### src/rtl/exe_op_issuer_if.sv
// Bus bundle between the command sequencer and its surroundings: the command
// load port, the run control, the exe-unit operand/result path and the tagged
// result stream. The slave modport is the sequencer's view; master is the
// control/stimulus side that also plays the exe unit.
interface exe_op_issuer_if #(
  parameter int m     = 4,
  parameter int n     = 2,
  parameter int DEPTH = 8
);
  localparam int IW = $clog2(DEPTH);

  logic          i_load_valid;
  logic [n-1:0]  i_load_oper;
  logic [m-1:0]  i_load_argA;
  logic [m-1:0]  i_load_argB;
  logic          o_load_ready;
  logic          i_start;
  logic          o_busy;
  logic          o_done;
  logic [n-1:0]  o_oper;
  logic [m-1:0]  o_argA;
  logic [m-1:0]  o_argB;
  logic          o_issue_valid;
  logic [m-1:0]  i_result;
  logic [1:0]    i_status;
  logic          o_res_valid;
  logic [IW-1:0] o_res_idx;
  logic [m-1:0]  o_res_data;
  logic [1:0]    o_res_status;
  logic [1:0]    o_status_acc;

  modport slave (
    input  i_load_valid, i_load_oper, i_load_argA, i_load_argB, i_start,
           i_result, i_status,
    output o_load_ready, o_busy, o_done, o_oper, o_argA, o_argB, o_issue_valid,
           o_res_valid, o_res_idx, o_res_data, o_res_status, o_status_acc
  );

  modport master (
    output i_load_valid, i_load_oper, i_load_argA, i_load_argB, i_start,
           i_result, i_status,
    input  o_load_ready, o_busy, o_done, o_oper, o_argA, o_argB, o_issue_valid,
           o_res_valid, o_res_idx, o_res_data, o_res_status, o_status_acc
  );
endinterface

### src/rtl/exe_op_issuer.sv
// Command sequencer: buffers up to DEPTH commands, issues them back to back
// to an exe unit on start, captures each result LAT edges after its command
// appeared, and streams the results out tagged with their buffer index.
module exe_op_issuer #(
  parameter int m     = 4,
  parameter int n     = 2,
  parameter int DEPTH = 8,
  parameter int LAT   = 1
) (
  input  logic            i_clk,
  input  logic            i_rsn,
  exe_op_issuer_if.slave  bus
);
  localparam int IW = $clog2(DEPTH);
  localparam logic [IW:0] W_FULL = (IW+1)'(DEPTH);

  typedef enum logic [1:0] {IDLE, RUN, DRAIN, DONE} state_t;

  state_t        r_state;
  state_t        w_next;

  logic [n-1:0]  r_buf_oper [DEPTH];
  logic [m-1:0]  r_buf_argA [DEPTH];
  logic [m-1:0]  r_buf_argB [DEPTH];

  logic [IW:0]   r_count;
  logic [IW-1:0] r_wr_ptr;
  logic [IW-1:0] r_rd_ptr;

  logic [n-1:0]  r_oper;
  logic [m-1:0]  r_argA;
  logic [m-1:0]  r_argB;
  logic          r_issue_valid;

  logic [LAT-1:0] r_pipe_v;
  logic [IW-1:0]  r_pipe_idx [LAT];

  logic          r_res_valid;
  logic [IW-1:0] r_res_idx;
  logic [m-1:0]  r_res_data;
  logic [1:0]    r_res_status;
  logic [1:0]    r_status_acc;

  logic          w_load_ready;
  logic          w_load_fire;
  logic [IW:0]   w_count_after;
  logic          w_last_issue;
  logic          w_pipe_early;

  assign w_load_ready  = (r_state == IDLE) && (r_count < W_FULL);
  assign w_load_fire   = w_load_ready && bus.i_load_valid;
  assign w_count_after = r_count + {{IW{1'b0}}, w_load_fire};
  assign w_last_issue  = (r_state == RUN) && ({1'b0, r_rd_ptr} == (r_count - (IW+1)'(1)));

  // Any live entry short of the last stage means results are still in flight
  always_comb begin
    w_pipe_early = 1'b0;
    for (int i = 0; i < LAT - 1; i++) begin
      w_pipe_early = w_pipe_early | r_pipe_v[i];
    end
  end

  // Next-state: an empty start skips straight to DONE; DRAIN ends on the edge that captures the last result
  always_comb begin
    w_next = r_state;
    case (r_state)
      IDLE:    if (bus.i_start) w_next = (w_count_after == '0) ? DONE : RUN;
      RUN:     if (w_last_issue) w_next = DRAIN;
      DRAIN:   if (!w_pipe_early) w_next = DONE;
      DONE:    w_next = IDLE;
      default: w_next = IDLE;
    endcase
  end

  // State register
  always_ff @(posedge i_clk) begin
    if (i_rsn) r_state <= IDLE;
    else       r_state <= w_next;
  end

  // Command storage; contents need no reset since count gates every read
  always_ff @(posedge i_clk) begin
    if (w_load_fire) begin
      r_buf_oper[r_wr_ptr] <= bus.i_load_oper;
      r_buf_argA[r_wr_ptr] <= bus.i_load_argA;
      r_buf_argB[r_wr_ptr] <= bus.i_load_argB;
    end
  end

  // Buffer bookkeeping: loads only in IDLE, one read per RUN cycle, everything emptied in DONE
  always_ff @(posedge i_clk) begin
    if (i_rsn) begin
      r_count  <= '0;
      r_wr_ptr <= '0;
      r_rd_ptr <= '0;
    end else begin
      case (r_state)
        IDLE: begin
          if (w_load_fire) begin
            r_wr_ptr <= r_wr_ptr + IW'(1);
            r_count  <= w_count_after;
          end
          if (bus.i_start) r_rd_ptr <= '0;
        end
        RUN:  r_rd_ptr <= r_rd_ptr + IW'(1);
        DONE: begin
          r_count  <= '0;
          r_wr_ptr <= '0;
          r_rd_ptr <= '0;
        end
        default: ;
      endcase
    end
  end

  // Operand registers toward the exe unit; they keep the last command once issuing stops
  always_ff @(posedge i_clk) begin
    if (i_rsn) begin
      r_oper        <= '0;
      r_argA        <= '0;
      r_argB        <= '0;
      r_issue_valid <= 1'b0;
    end else if (r_state == RUN) begin
      r_oper        <= r_buf_oper[r_rd_ptr];
      r_argA        <= r_buf_argA[r_rd_ptr];
      r_argB        <= r_buf_argB[r_rd_ptr];
      r_issue_valid <= 1'b1;
    end else begin
      r_issue_valid <= 1'b0;
    end
  end

  // Latency pipe: stage 0 lines up with the issued command, the last stage marks its capture edge
  always_ff @(posedge i_clk) begin
    if (i_rsn) begin
      r_pipe_v <= '0;
      for (int i = 0; i < LAT; i++) r_pipe_idx[i] <= '0;
    end else begin
      r_pipe_v[0]   <= (r_state == RUN);
      r_pipe_idx[0] <= r_rd_ptr;
      for (int i = 1; i < LAT; i++) begin
        r_pipe_v[i]   <= r_pipe_v[i-1];
        r_pipe_idx[i] <= r_pipe_idx[i-1];
      end
    end
  end

  // Result capture and the sticky status accumulator, which restarts when a run begins
  always_ff @(posedge i_clk) begin
    if (i_rsn) begin
      r_res_valid  <= 1'b0;
      r_res_idx    <= '0;
      r_res_data   <= '0;
      r_res_status <= '0;
      r_status_acc <= '0;
    end else begin
      r_res_valid <= r_pipe_v[LAT-1];
      if (r_pipe_v[LAT-1]) begin
        r_res_idx    <= r_pipe_idx[LAT-1];
        r_res_data   <= bus.i_result;
        r_res_status <= bus.i_status;
        r_status_acc <= r_status_acc | bus.i_status;
      end else if ((r_state == IDLE) && bus.i_start) begin
        r_status_acc <= '0;
      end
    end
  end

  assign bus.o_load_ready  = w_load_ready;
  assign bus.o_busy        = (r_state == RUN) || (r_state == DRAIN);
  assign bus.o_done        = (r_state == DONE);
  assign bus.o_oper        = r_oper;
  assign bus.o_argA        = r_argA;
  assign bus.o_argB        = r_argB;
  assign bus.o_issue_valid = r_issue_valid;
  assign bus.o_res_valid   = r_res_valid;
  assign bus.o_res_idx     = r_res_idx;
  assign bus.o_res_data    = r_res_data;
  assign bus.o_res_status  = r_res_status;
  assign bus.o_status_acc  = r_status_acc;
endmodule

### src/flat_wrapper.sv
// flat-port wrapper written by rule: the top's interface ports become plain ports
module exe_op_issuer_flat 
#(
  parameter int m     = 4,
  parameter int n     = 2,
  parameter int DEPTH = 8,
  parameter int LAT   = 1
)
  (i_clk, i_rsn, bus_i_load_valid, bus_i_load_oper, bus_i_load_argA, bus_i_load_argB, bus_i_start, bus_i_result, bus_i_status, bus_o_load_ready, bus_o_busy, bus_o_done, bus_o_oper, bus_o_argA, bus_o_argB, bus_o_issue_valid, bus_o_res_valid, bus_o_res_idx, bus_o_res_data, bus_o_res_status, bus_o_status_acc);
  exe_op_issuer_if #(.m(m), .n(n), .DEPTH(DEPTH)) bus_i ();
  input  logic i_clk;
  input  logic i_rsn;
  input wire logic [$bits(bus_i.i_load_valid)-1:0] bus_i_load_valid;
  input wire logic [$bits(bus_i.i_load_oper)-1:0] bus_i_load_oper;
  input wire logic [$bits(bus_i.i_load_argA)-1:0] bus_i_load_argA;
  input wire logic [$bits(bus_i.i_load_argB)-1:0] bus_i_load_argB;
  input wire logic [$bits(bus_i.i_start)-1:0] bus_i_start;
  input wire logic [$bits(bus_i.i_result)-1:0] bus_i_result;
  input wire logic [$bits(bus_i.i_status)-1:0] bus_i_status;
  output wire logic [$bits(bus_i.o_load_ready)-1:0] bus_o_load_ready;
  output wire logic [$bits(bus_i.o_busy)-1:0] bus_o_busy;
  output wire logic [$bits(bus_i.o_done)-1:0] bus_o_done;
  output wire logic [$bits(bus_i.o_oper)-1:0] bus_o_oper;
  output wire logic [$bits(bus_i.o_argA)-1:0] bus_o_argA;
  output wire logic [$bits(bus_i.o_argB)-1:0] bus_o_argB;
  output wire logic [$bits(bus_i.o_issue_valid)-1:0] bus_o_issue_valid;
  output wire logic [$bits(bus_i.o_res_valid)-1:0] bus_o_res_valid;
  output wire logic [$bits(bus_i.o_res_idx)-1:0] bus_o_res_idx;
  output wire logic [$bits(bus_i.o_res_data)-1:0] bus_o_res_data;
  output wire logic [$bits(bus_i.o_res_status)-1:0] bus_o_res_status;
  output wire logic [$bits(bus_i.o_status_acc)-1:0] bus_o_status_acc;
  assign bus_i.i_load_valid = bus_i_load_valid;
  assign bus_i.i_load_oper = bus_i_load_oper;
  assign bus_i.i_load_argA = bus_i_load_argA;
  assign bus_i.i_load_argB = bus_i_load_argB;
  assign bus_i.i_start = bus_i_start;
  assign bus_i.i_result = bus_i_result;
  assign bus_i.i_status = bus_i_status;
  assign bus_o_load_ready = bus_i.o_load_ready;
  assign bus_o_busy = bus_i.o_busy;
  assign bus_o_done = bus_i.o_done;
  assign bus_o_oper = bus_i.o_oper;
  assign bus_o_argA = bus_i.o_argA;
  assign bus_o_argB = bus_i.o_argB;
  assign bus_o_issue_valid = bus_i.o_issue_valid;
  assign bus_o_res_valid = bus_i.o_res_valid;
  assign bus_o_res_idx = bus_i.o_res_idx;
  assign bus_o_res_data = bus_i.o_res_data;
  assign bus_o_res_status = bus_i.o_res_status;
  assign bus_o_status_acc = bus_i.o_status_acc;
  exe_op_issuer #(.m(m), .n(n), .DEPTH(DEPTH), .LAT(LAT)) u_core (.i_clk(i_clk), .i_rsn(i_rsn), .bus(bus_i));
endmodule
### config.mk
export PLATFORM = sky130hd
export DESIGN_NAME = exe_op_issuer_flat
export DESIGN_NICKNAME = d
export VERILOG_FILES = /design/src/rtl/exe_op_issuer_if.sv /design/src/rtl/exe_op_issuer.sv /design/src/flat_wrapper.sv
export SDC_FILE = /design/constraint.sdc
export NUM_CORES = 1
export LEC_CHECK = 0
export ABC_AREA = 1
export CAP_MARGIN = 20
export CORE_MARGIN = 2
export CORE_UTILIZATION = 54
export CTS_CLUSTER_DIAMETER = 60
export DETAILED_ROUTE_END_ITERATION = 10
export PLACE_DENSITY = 0.76
export RECOVER_POWER = 25
export SLEW_MARGIN = 40
export SYNTH_ARGS = -nofsm -noshare
export SYNTH_HDL_FRONTEND = slang
export SYNTH_SLANG_ARGS = --single-unit
### constraint.sdc
create_clock -name i_clk -period 2.35 [get_ports i_clk]
set_input_delay 0.47 -clock i_clk [delete_from_list [all_inputs] [get_ports i_clk]]
set_output_delay 0.47 -clock i_clk [all_outputs]
set_load 0.05 [all_outputs]
==> impl_results.md, run 1 <==
- CTS clk-pin slew, worst paths: 60 ps
- Final nets: 536
- PwrDens: 1200 nW/um^2
- TritonCTS clock tree: built
- Register area share after synthesis: 66.0%
- CTS Hold Bufs: 0
- CP max stage delay: 360 ps
- Placed cell area: 5360 um^2
- Final ANT Viol Nets: 0
- Clock sinks: 118
- Remaining global-route overflow: 0
- Crit path DAT: 2610 ps
- Antenna violations before repair: 0
- Detailed-route via count: 3483
- Worst skew pair latency: 510 ps
- Share of layout cells above drive strength 1: 12.0%
- Global-route wire length before repair: 16800 um
- Postcts setup bufs: 0
- Setup TNS: 0 ps
- DIE AREA: 9640 um^2
- Hold/Removal Path Class: reg2reg
- Total Wirelength: 10100 um
- Root Driver: clkbuf_8
- Final Cell Area: 5940 um^2
- # rows: 34
- CP Class: reg2reg
- Post-Synth XOR/XNOR Area: 0.366%
- Leakage: 2.23 nW
- Non-Filler Instances: 626
- Total GRT Usage: 22.5%
- Final slew viol count: 0
- Htree depth: 4
- Outcome: completed
- Hold WS: 440 ps
- Worst Clk Skew: 8.23 ps
- Area Overhead vs Synth: 24.0%
- YS warnings: 0
- Largest family of logic cells by synthesized area: compound AO/OA/AOI/OAI gates
- Antenna cells: 0
- Starting density of the core: 55.2%
- Final hold vios: 0
- Gp weighted congestion: 0.846
- Resized Gates After CTS: 0
- Critical Path Sink Type: register
- Post-route clock period utilization: 92.1%
- Chip Height: 98.2 um
- Avg Synthesized Cell Area: 10.7 um^2
- Worst-margin pin slew: 673 ps
- Most used cell, CP: nor2_1
- CP Cell Sequence: inv_1 > ha_2 > inv_2 > nor2_4 > nand2_2 > inv_1 > ha_1 > ha_1 > nor3b_2 > nand2_1 > nor2_1 > nor2_1 > nand3_1 > nand2_1 > nor2_1
- # Max-Cap Violations: 0
- Cell variety after synth: 28
- Post-synthesis mux area share: 0%
- Vias in the first global route: 3455
- Syn Nets: 478
- Synth Area in Simple Gates: 12.2%
- Crit Path Max Fanout: 4
- CP bufs+invs: 3
- PortBufs: 45
- Vias per cell: 5.56
- Placed Cells: 594
- Drt pass-1 iters: 6
- Setup violations, final: 0
- Synth Area in Compound Gates: 13.1%
- VDD IR max: 0.000487 V
- Core box area: 8680 um^2
- Fmax: 462 MHz
- Routed length per placed instance: 16.2 um
- Num CTS Buffers: 17
- Largest net degree at the start of global routing: 44
- Yosys reg bits: 118
- Cell with the largest stage delay on the worst path: dfxtp_2
- Tmin final: 2160 ps
- DRC viols: 0
- Synth Area in Adders: 2.87%
- Max_slew headroom: 55.1%
- Iteration-0 DRC count of the detailed router: 212
- RSZ-0062 raised after global routing: no
- Number of I/O pins: 46
- Family with the most delay on the worst path: adder cells
- Mapped Area: 4790 um^2
- Die Wd: 98.2 um
- HPWL Detailed: 6270 um
- Bufs on Longest Clock Path: 2
- Syn Inst Count: 447
- Startpoint types: register
- Critical Path RT: 2800 ps
## metal layers
metal / part of all wire [%] / wire length [um] / track usage (%)
met5: 0 / 0 / 0
met4: 1.8 / 187 / 7.90
met3: 6.3 / 640 / 7.30
met2: 49 / 4950 / 36.0
met1: 43 / 4370 / 29.1
## state kept, by name, summed over array words and instances (netlist names), 2 cells and up
register and count:
u_core.r_buf_argA 32, u_core.r_buf_argB 32, u_core.r_buf_oper 16, u_core.bus.o_argA 4, u_core.bus.o_argB 4, u_core.bus.o_res_data 4, u_core.r_count 4, u_core.bus.o_res_idx 3
u_core.r_pipe_idx 3, u_core.r_rd_ptr 3, u_core.r_wr_ptr 3, u_core.bus.o_oper 2, u_core.bus.o_res_status 2, u_core.bus.o_status_acc 2, u_core.r_state 2
## cell usage after synthesis
cell type | n | area share, %
nor2_1 | 87 | 6.8
nand2_1 | 43 | 3.4
inv_1 | 28 | 2.2
inv_2 | 1 | 0.078
edfxtp_1 | 80 | 50
buf_6 | 3 | 0.71
o22ai_1 | 10 | 1.3
a21oi_1 | 23 | 2.4
o21ai_1 | 21 | 2.2
o21ai_0 | 51 | 5.3
nand2_2 | 3 | 0.39
xnor2_1 | 2 | 0.37
nor3_1 | 1 | 0.10
ha_1 | 11 | 2.9
inv_6 | 1 | 0.18
buf_2 | 7 | 0.73
o211ai_1 | 10 | 1.6
nor3b_1 | 1 | 0.16
nor2_2 | 1 | 0.13
nand3_1 | 8 | 0.84
a211oi_1 | 1 | 0.16
clkbuf_1 | 8 | 0.63
dfxtp_1 | 38 | 16
nand4_1 | 1 | 0.13
buf_4 | 4 | 0.63
a31oi_1 | 1 | 0.13
nor2_4 | 1 | 0.24
buf_8 | 1 | 0.31
## report_power, final
| part | total, W | internal, W | switching [W] |
|---|---|---|---|
| Sequential | 0.00261 | 0.00246 | 0.000151 |
| Clock | 0.00243 | 0.00152 | 0.000906 |
| Combinational | 0.00208 | 0.000673 | 0.00141 |
## placed cells by master (no fill, tap or decap), drive strengths merged, types with 2 or more instances in the layout
cell type	netlist	layout
dfxtp	38	38
clkinvlp	0	2
o211ai	10	10
xnor2	2	2
inv	30	33
clkbuf	8	22
clkdlybuf4s50	0	34
clkinv	0	4
edfxtp	80	80
o21ai	72	72
dlygate4sd3	0	8
nor2	89	89
buf	15	20
nand2	46	46
ha	11	11
nand3	8	8
a21oi	23	23
o22ai	10	10
## final timing paths
check                          startpoint                       to  cells after the start  slack (ps)
setup / recovery        u_core.r_state[0]        u_core.r_state[1]                     15         190
hold / removal    u_core.r_pipe_idx[0][0]  u_core.bus.o_res_idx[0]                      2         440
setup reg to reg        u_core.r_state[0]        u_core.r_state[1]                     15         190
hold reg to reg   u_core.r_pipe_idx[0][0]  u_core.bus.o_res_idx[0]                      2         440
## area by class of cell
cell class	count	area, um^2
sequential	118	3170
fill	625	2740
multi-input combinational	276	1380
timing repair buffer	62	571
clock buffer	22	474
tap	108	135
inverter	30	118
clock inverter	10	93.8
## cell families after synthesis
kind of cell,count (synthesis)
AOI/OAI and AO/OA,117
xor gates and xnor gates,2
adders and majority gates,11
buffers and inverters,53
DFF,118
and+or+nand+nor,146
## metrics by stage
| step | worst slack [ps] | total power [W] | util, % |
|---|---|---|---|
| detailed placement | 88.6 | 0.00469 | 61.7 |
| global placement | 134 | 0.00463 | 61.7 |
| CTS | 56.3 | 0.00713 | 68.3 |
| finish | 186 | 0.00712 | 68.4 |
| floorplan | 118 | 0.00414 | - |
| global route | 28.2 | 0.00747 | 68.4 |
## worst reg2reg max path, cell delays in order (launching register included)
cell and delay, ps:
dfxtp_2 360, inv_1 100, ha_2 230, inv_2 80
nor2_4 40, nand2_2 120, inv_1 70, ha_1 210
ha_1 310, nor3b_2 160, nand2_1 70, nor2_1 90
nor2_1 40, nand3_1 70, nand2_1 50, nor2_1 100
Power figures use the tool's default switching activity.
==> inputs of run 2 (changes only) <==
- SLEW_MARGIN: 40 -> default
==> run 2 against run 1 <==
Against the previous run:
- power up 0.12%
- fmax up 1.3%
- routed wire length about the same
- cell area rose by 0.13%
- worst hold slack is essentially flat
- critical path depth stayed put
- largest cell class unchanged
==> impl_results.md, run 2 (synthesis gave the netlist of run 1 again) <==
- Outcome: completed
- Startpoint types: register
- Placed Cells: 594 (unchanged)
- Final nets: 536 (unchanged)
- Leakage: 2.23 nW (+0.16%)
- Die Wd: 98.2 um (unchanged)
- Critical Path RT: 2790 ps (about the same)
- Post-route clock period utilization: 90.9% (-1.2 points)
- Chip Height: 98.2 um (unchanged)
- Postcts setup bufs: 0 (unchanged)
- Final hold vios: 0 (unchanged)
- Worst-margin pin slew: 797 ps (+124 ps)
- # Max-Cap Violations: 0 (unchanged)
- Starting density of the core: 55.2% (unchanged)
- Crit Path Max Fanout: 4 (unchanged)
- PortBufs: 45 (unchanged)
- Htree depth: 4 (unchanged)
- Detailed-route via count: 3472 (-0.32%)
- Total Wirelength: 10100 um (about the same)
- HPWL Detailed: 6270 um (unchanged)
- Fmax: 468 MHz (+1.3%)
- CP Class: reg2reg
- Seq pwr share: 36.6% (about the same)
- Min-Delay Endpoint: u_core.bus.o_res_idx[0]
- PwrDens: 1200 nW/um^2 (about the same)
- Drt pass-1 iters: 4 (-2)
- Routed length per placed instance: 16.2 um (about the same)
- DIE AREA: 9640 um^2 (unchanged)
- Final ANT Viol Nets: 0 (unchanged)
- Vias per cell: 5.55 (-0.32%)
- Share of layout cells above drive strength 1: 11.8% (-0.19 points)
- Internal Pwr Total: 0.00467 W (+0.25%)
- Net Sw Frac: 34.5% (-0.088 points)
- Antenna violations before repair: 0 (unchanged)
- Reg-to-reg critical path startpoint: u_core.r_state[0]
- Reg-to-reg endpoint: u_core.r_state[1]
- Hold/Removal Path Class: reg2reg
- Antenna cells: 0 (unchanged)
- Tot Pwr: 0.00713 W (+0.12%)
- HP Start: u_core.r_pipe_idx[0][0]
- VDD IR max: 0.000486 V (-0.19%)
- Switching power: 0.00246 W (-0.14%)
- Number of cells on the worst reg-to-reg path: 15 (unchanged)
- Comb pwr share: 29.4% (+0.2 points)
- Commonest non-fill, non-tap cell in the layout: nor2_1
- Total GRT Usage: 22.5% (unchanged)
- Bufs on Longest Clock Path: 2 (unchanged)
- Setup TNS: 0 ps (unchanged)
- Vias in the first global route: 3455 (unchanged)
- R2r setup slk: 210 ps (+30 ps)
- DRC viols: 0 (unchanged)
- Worst Clk Skew: 14.1 ps (+5.85 ps)
- Area Overhead vs Synth: 24.1%
- Worst skew pair latency: 520 ps (about the same)
- Gp weighted congestion: 0.846 (unchanged)
- Core box area: 8680 um^2 (unchanged)
- RSZ-0062 raised after global routing: no
- Largest net degree at the start of global routing: 44 (unchanged)
- Root Driver: clkbuf_8
- Tmin final: 2140 ps (-28.4 ps)
- Clock sinks: 118 (unchanged)
- Global-route wire length before repair: 16800 um (unchanged)
- CTS clk-pin slew, worst paths: 60 ps (about the same)
- Number of fill cells in the layout: 625 (unchanged)
- TritonCTS clock tree: built
- Biggest regs: u_core.r_buf_argA x32, u_core.r_buf_argB x32, u_core.r_buf_oper x16
- Setup violations, final: 0 (unchanged)
- Commonest cells after routing, fill and taps aside: nor2_1, edfxtp_1, o21ai_0
- Number of I/O pins: 46 (unchanged)
- Remaining global-route overflow: 0 (unchanged)
- Final slew viol count: 0 (unchanged)
- Hold path cells: 2 (unchanged)
- Crit path DAT: 2580 ps (-30 ps)
- Max_slew headroom: 46.9% (-8.2 points)
- Iteration-0 DRC count of the detailed router: 201 (-5.2%)
- Non-Filler Instances: 626 (unchanged)
- Num CTS Buffers: 17 (unchanged)
- Critical Path Sink Type: register
- Part of the power in the clock network: 34.0% (about the same)
- # rows: 34 (unchanged)
==> run 2: cell types whose count changed in the layout (fill, tap and decap cells not counted) <==
cell,previous run,this run
ha_2,2,0
ha_1,9,10
ha_4,0,1
==> run 2: power groups by stage <==
| stage | registers [W] | clock network, W | logic (W) |
|---|---|---|---|
| detailed placement | 0.00264 | 0 | 0.00205 |
| finish | 0.00261 | 0.00242 | 0.00210 |
| CTS | 0.00261 | 0.00245 | 0.00207 |
| global route | 0.00264 | 0.00256 | 0.00229 |
| global placement | 0.00263 | 0 | 0.00200 |
| floorplan | 0.00296 | 0 | 0.00117 |
==> run 2: worst max-delay path by stage <==
| stage | slack (ps) | from | to | cells after the start |
|---|---|---|---|---|
| 2_1_floorplan | 120 | u_core.r_state[0] | u_core.r_state[1] | 15 |
| 3_3_place_gp | 130 | bus_i_load_valid | u_core.r_state[1] | 12 |
| 3_5_place_dp | 90 | u_core.r_state[0] | u_core.r_state[1] | 15 |
| 4_1_cts | 60 | u_core.r_state[0] | u_core.r_state[1] | 15 |
| 5_1_grt | 50 | u_core.r_state[0] | u_core.r_state[1] | 15 |
| 6_report | 210 | u_core.r_state[0] | u_core.r_state[1] | 15 |
==> run 2: per-layer routing <==
metal  global-route usage [%]  vias up  routed length [um]
met1                     29.1     1662                4250
met5                        0        -                   0
li1                         -     1662                   -
met2                     36.0      131                4960
met3                     7.30       17                 775
met4                     7.90        0                 157
==> run 2: worst max-delay path: stages, from the launching register on <==
cell and delay (ps):
dfxtp_2 360, inv_1 120, ha_4 200, inv_2 70
nor2_4 40, nand2_2 120, inv_1 70, ha_1 210
ha_1 310, nor3b_2 160, nand2_1 70, nor2_1 90
nor2_1 40, nand3_1 70, nand2_1 50, nor2_1 90
==> run 2: final cells by class <==
type                       count  area, um^2  share of cell area [%]
clock buffer                  22         474                    7.98
clock inverter                10        93.8                    1.58
inverter                      30         118                    1.98
multi-input combinational    276        1390                    23.3
sequential                   118        3170                    53.3
tap                          108         135                    2.27
timing repair buffer          62         571                    9.60
==> run 2: timing repair <==
action	CTS	global route
hold buffers	0	0
gates resized for setup	0	5
setup endpoints to repair	0	1
==> run 2: stage by stage <==
step | hold WS (ps) | cell area [um^2] | setup slack (ps) | util, %
6_report | 441 | 5940 | 215 | 68.5
4_1_cts | 449 | 5920 | 56.3 | 68.3
3_3_place_gp | 435 | 5360 | 134 | 61.7
2_1_floorplan | 431 | 4790 | 118 | -
5_1_grt | 489 | 5940 | 48.3 | 68.5
3_5_place_dp | 444 | 5360 | 88.6 | 61.7
==> inputs of run 3 (changes only) <==
- SLEW_MARGIN: default -> 10
==> results of run 3 <==
The final DEF is identical to that of run 2; final timing and power are the same.
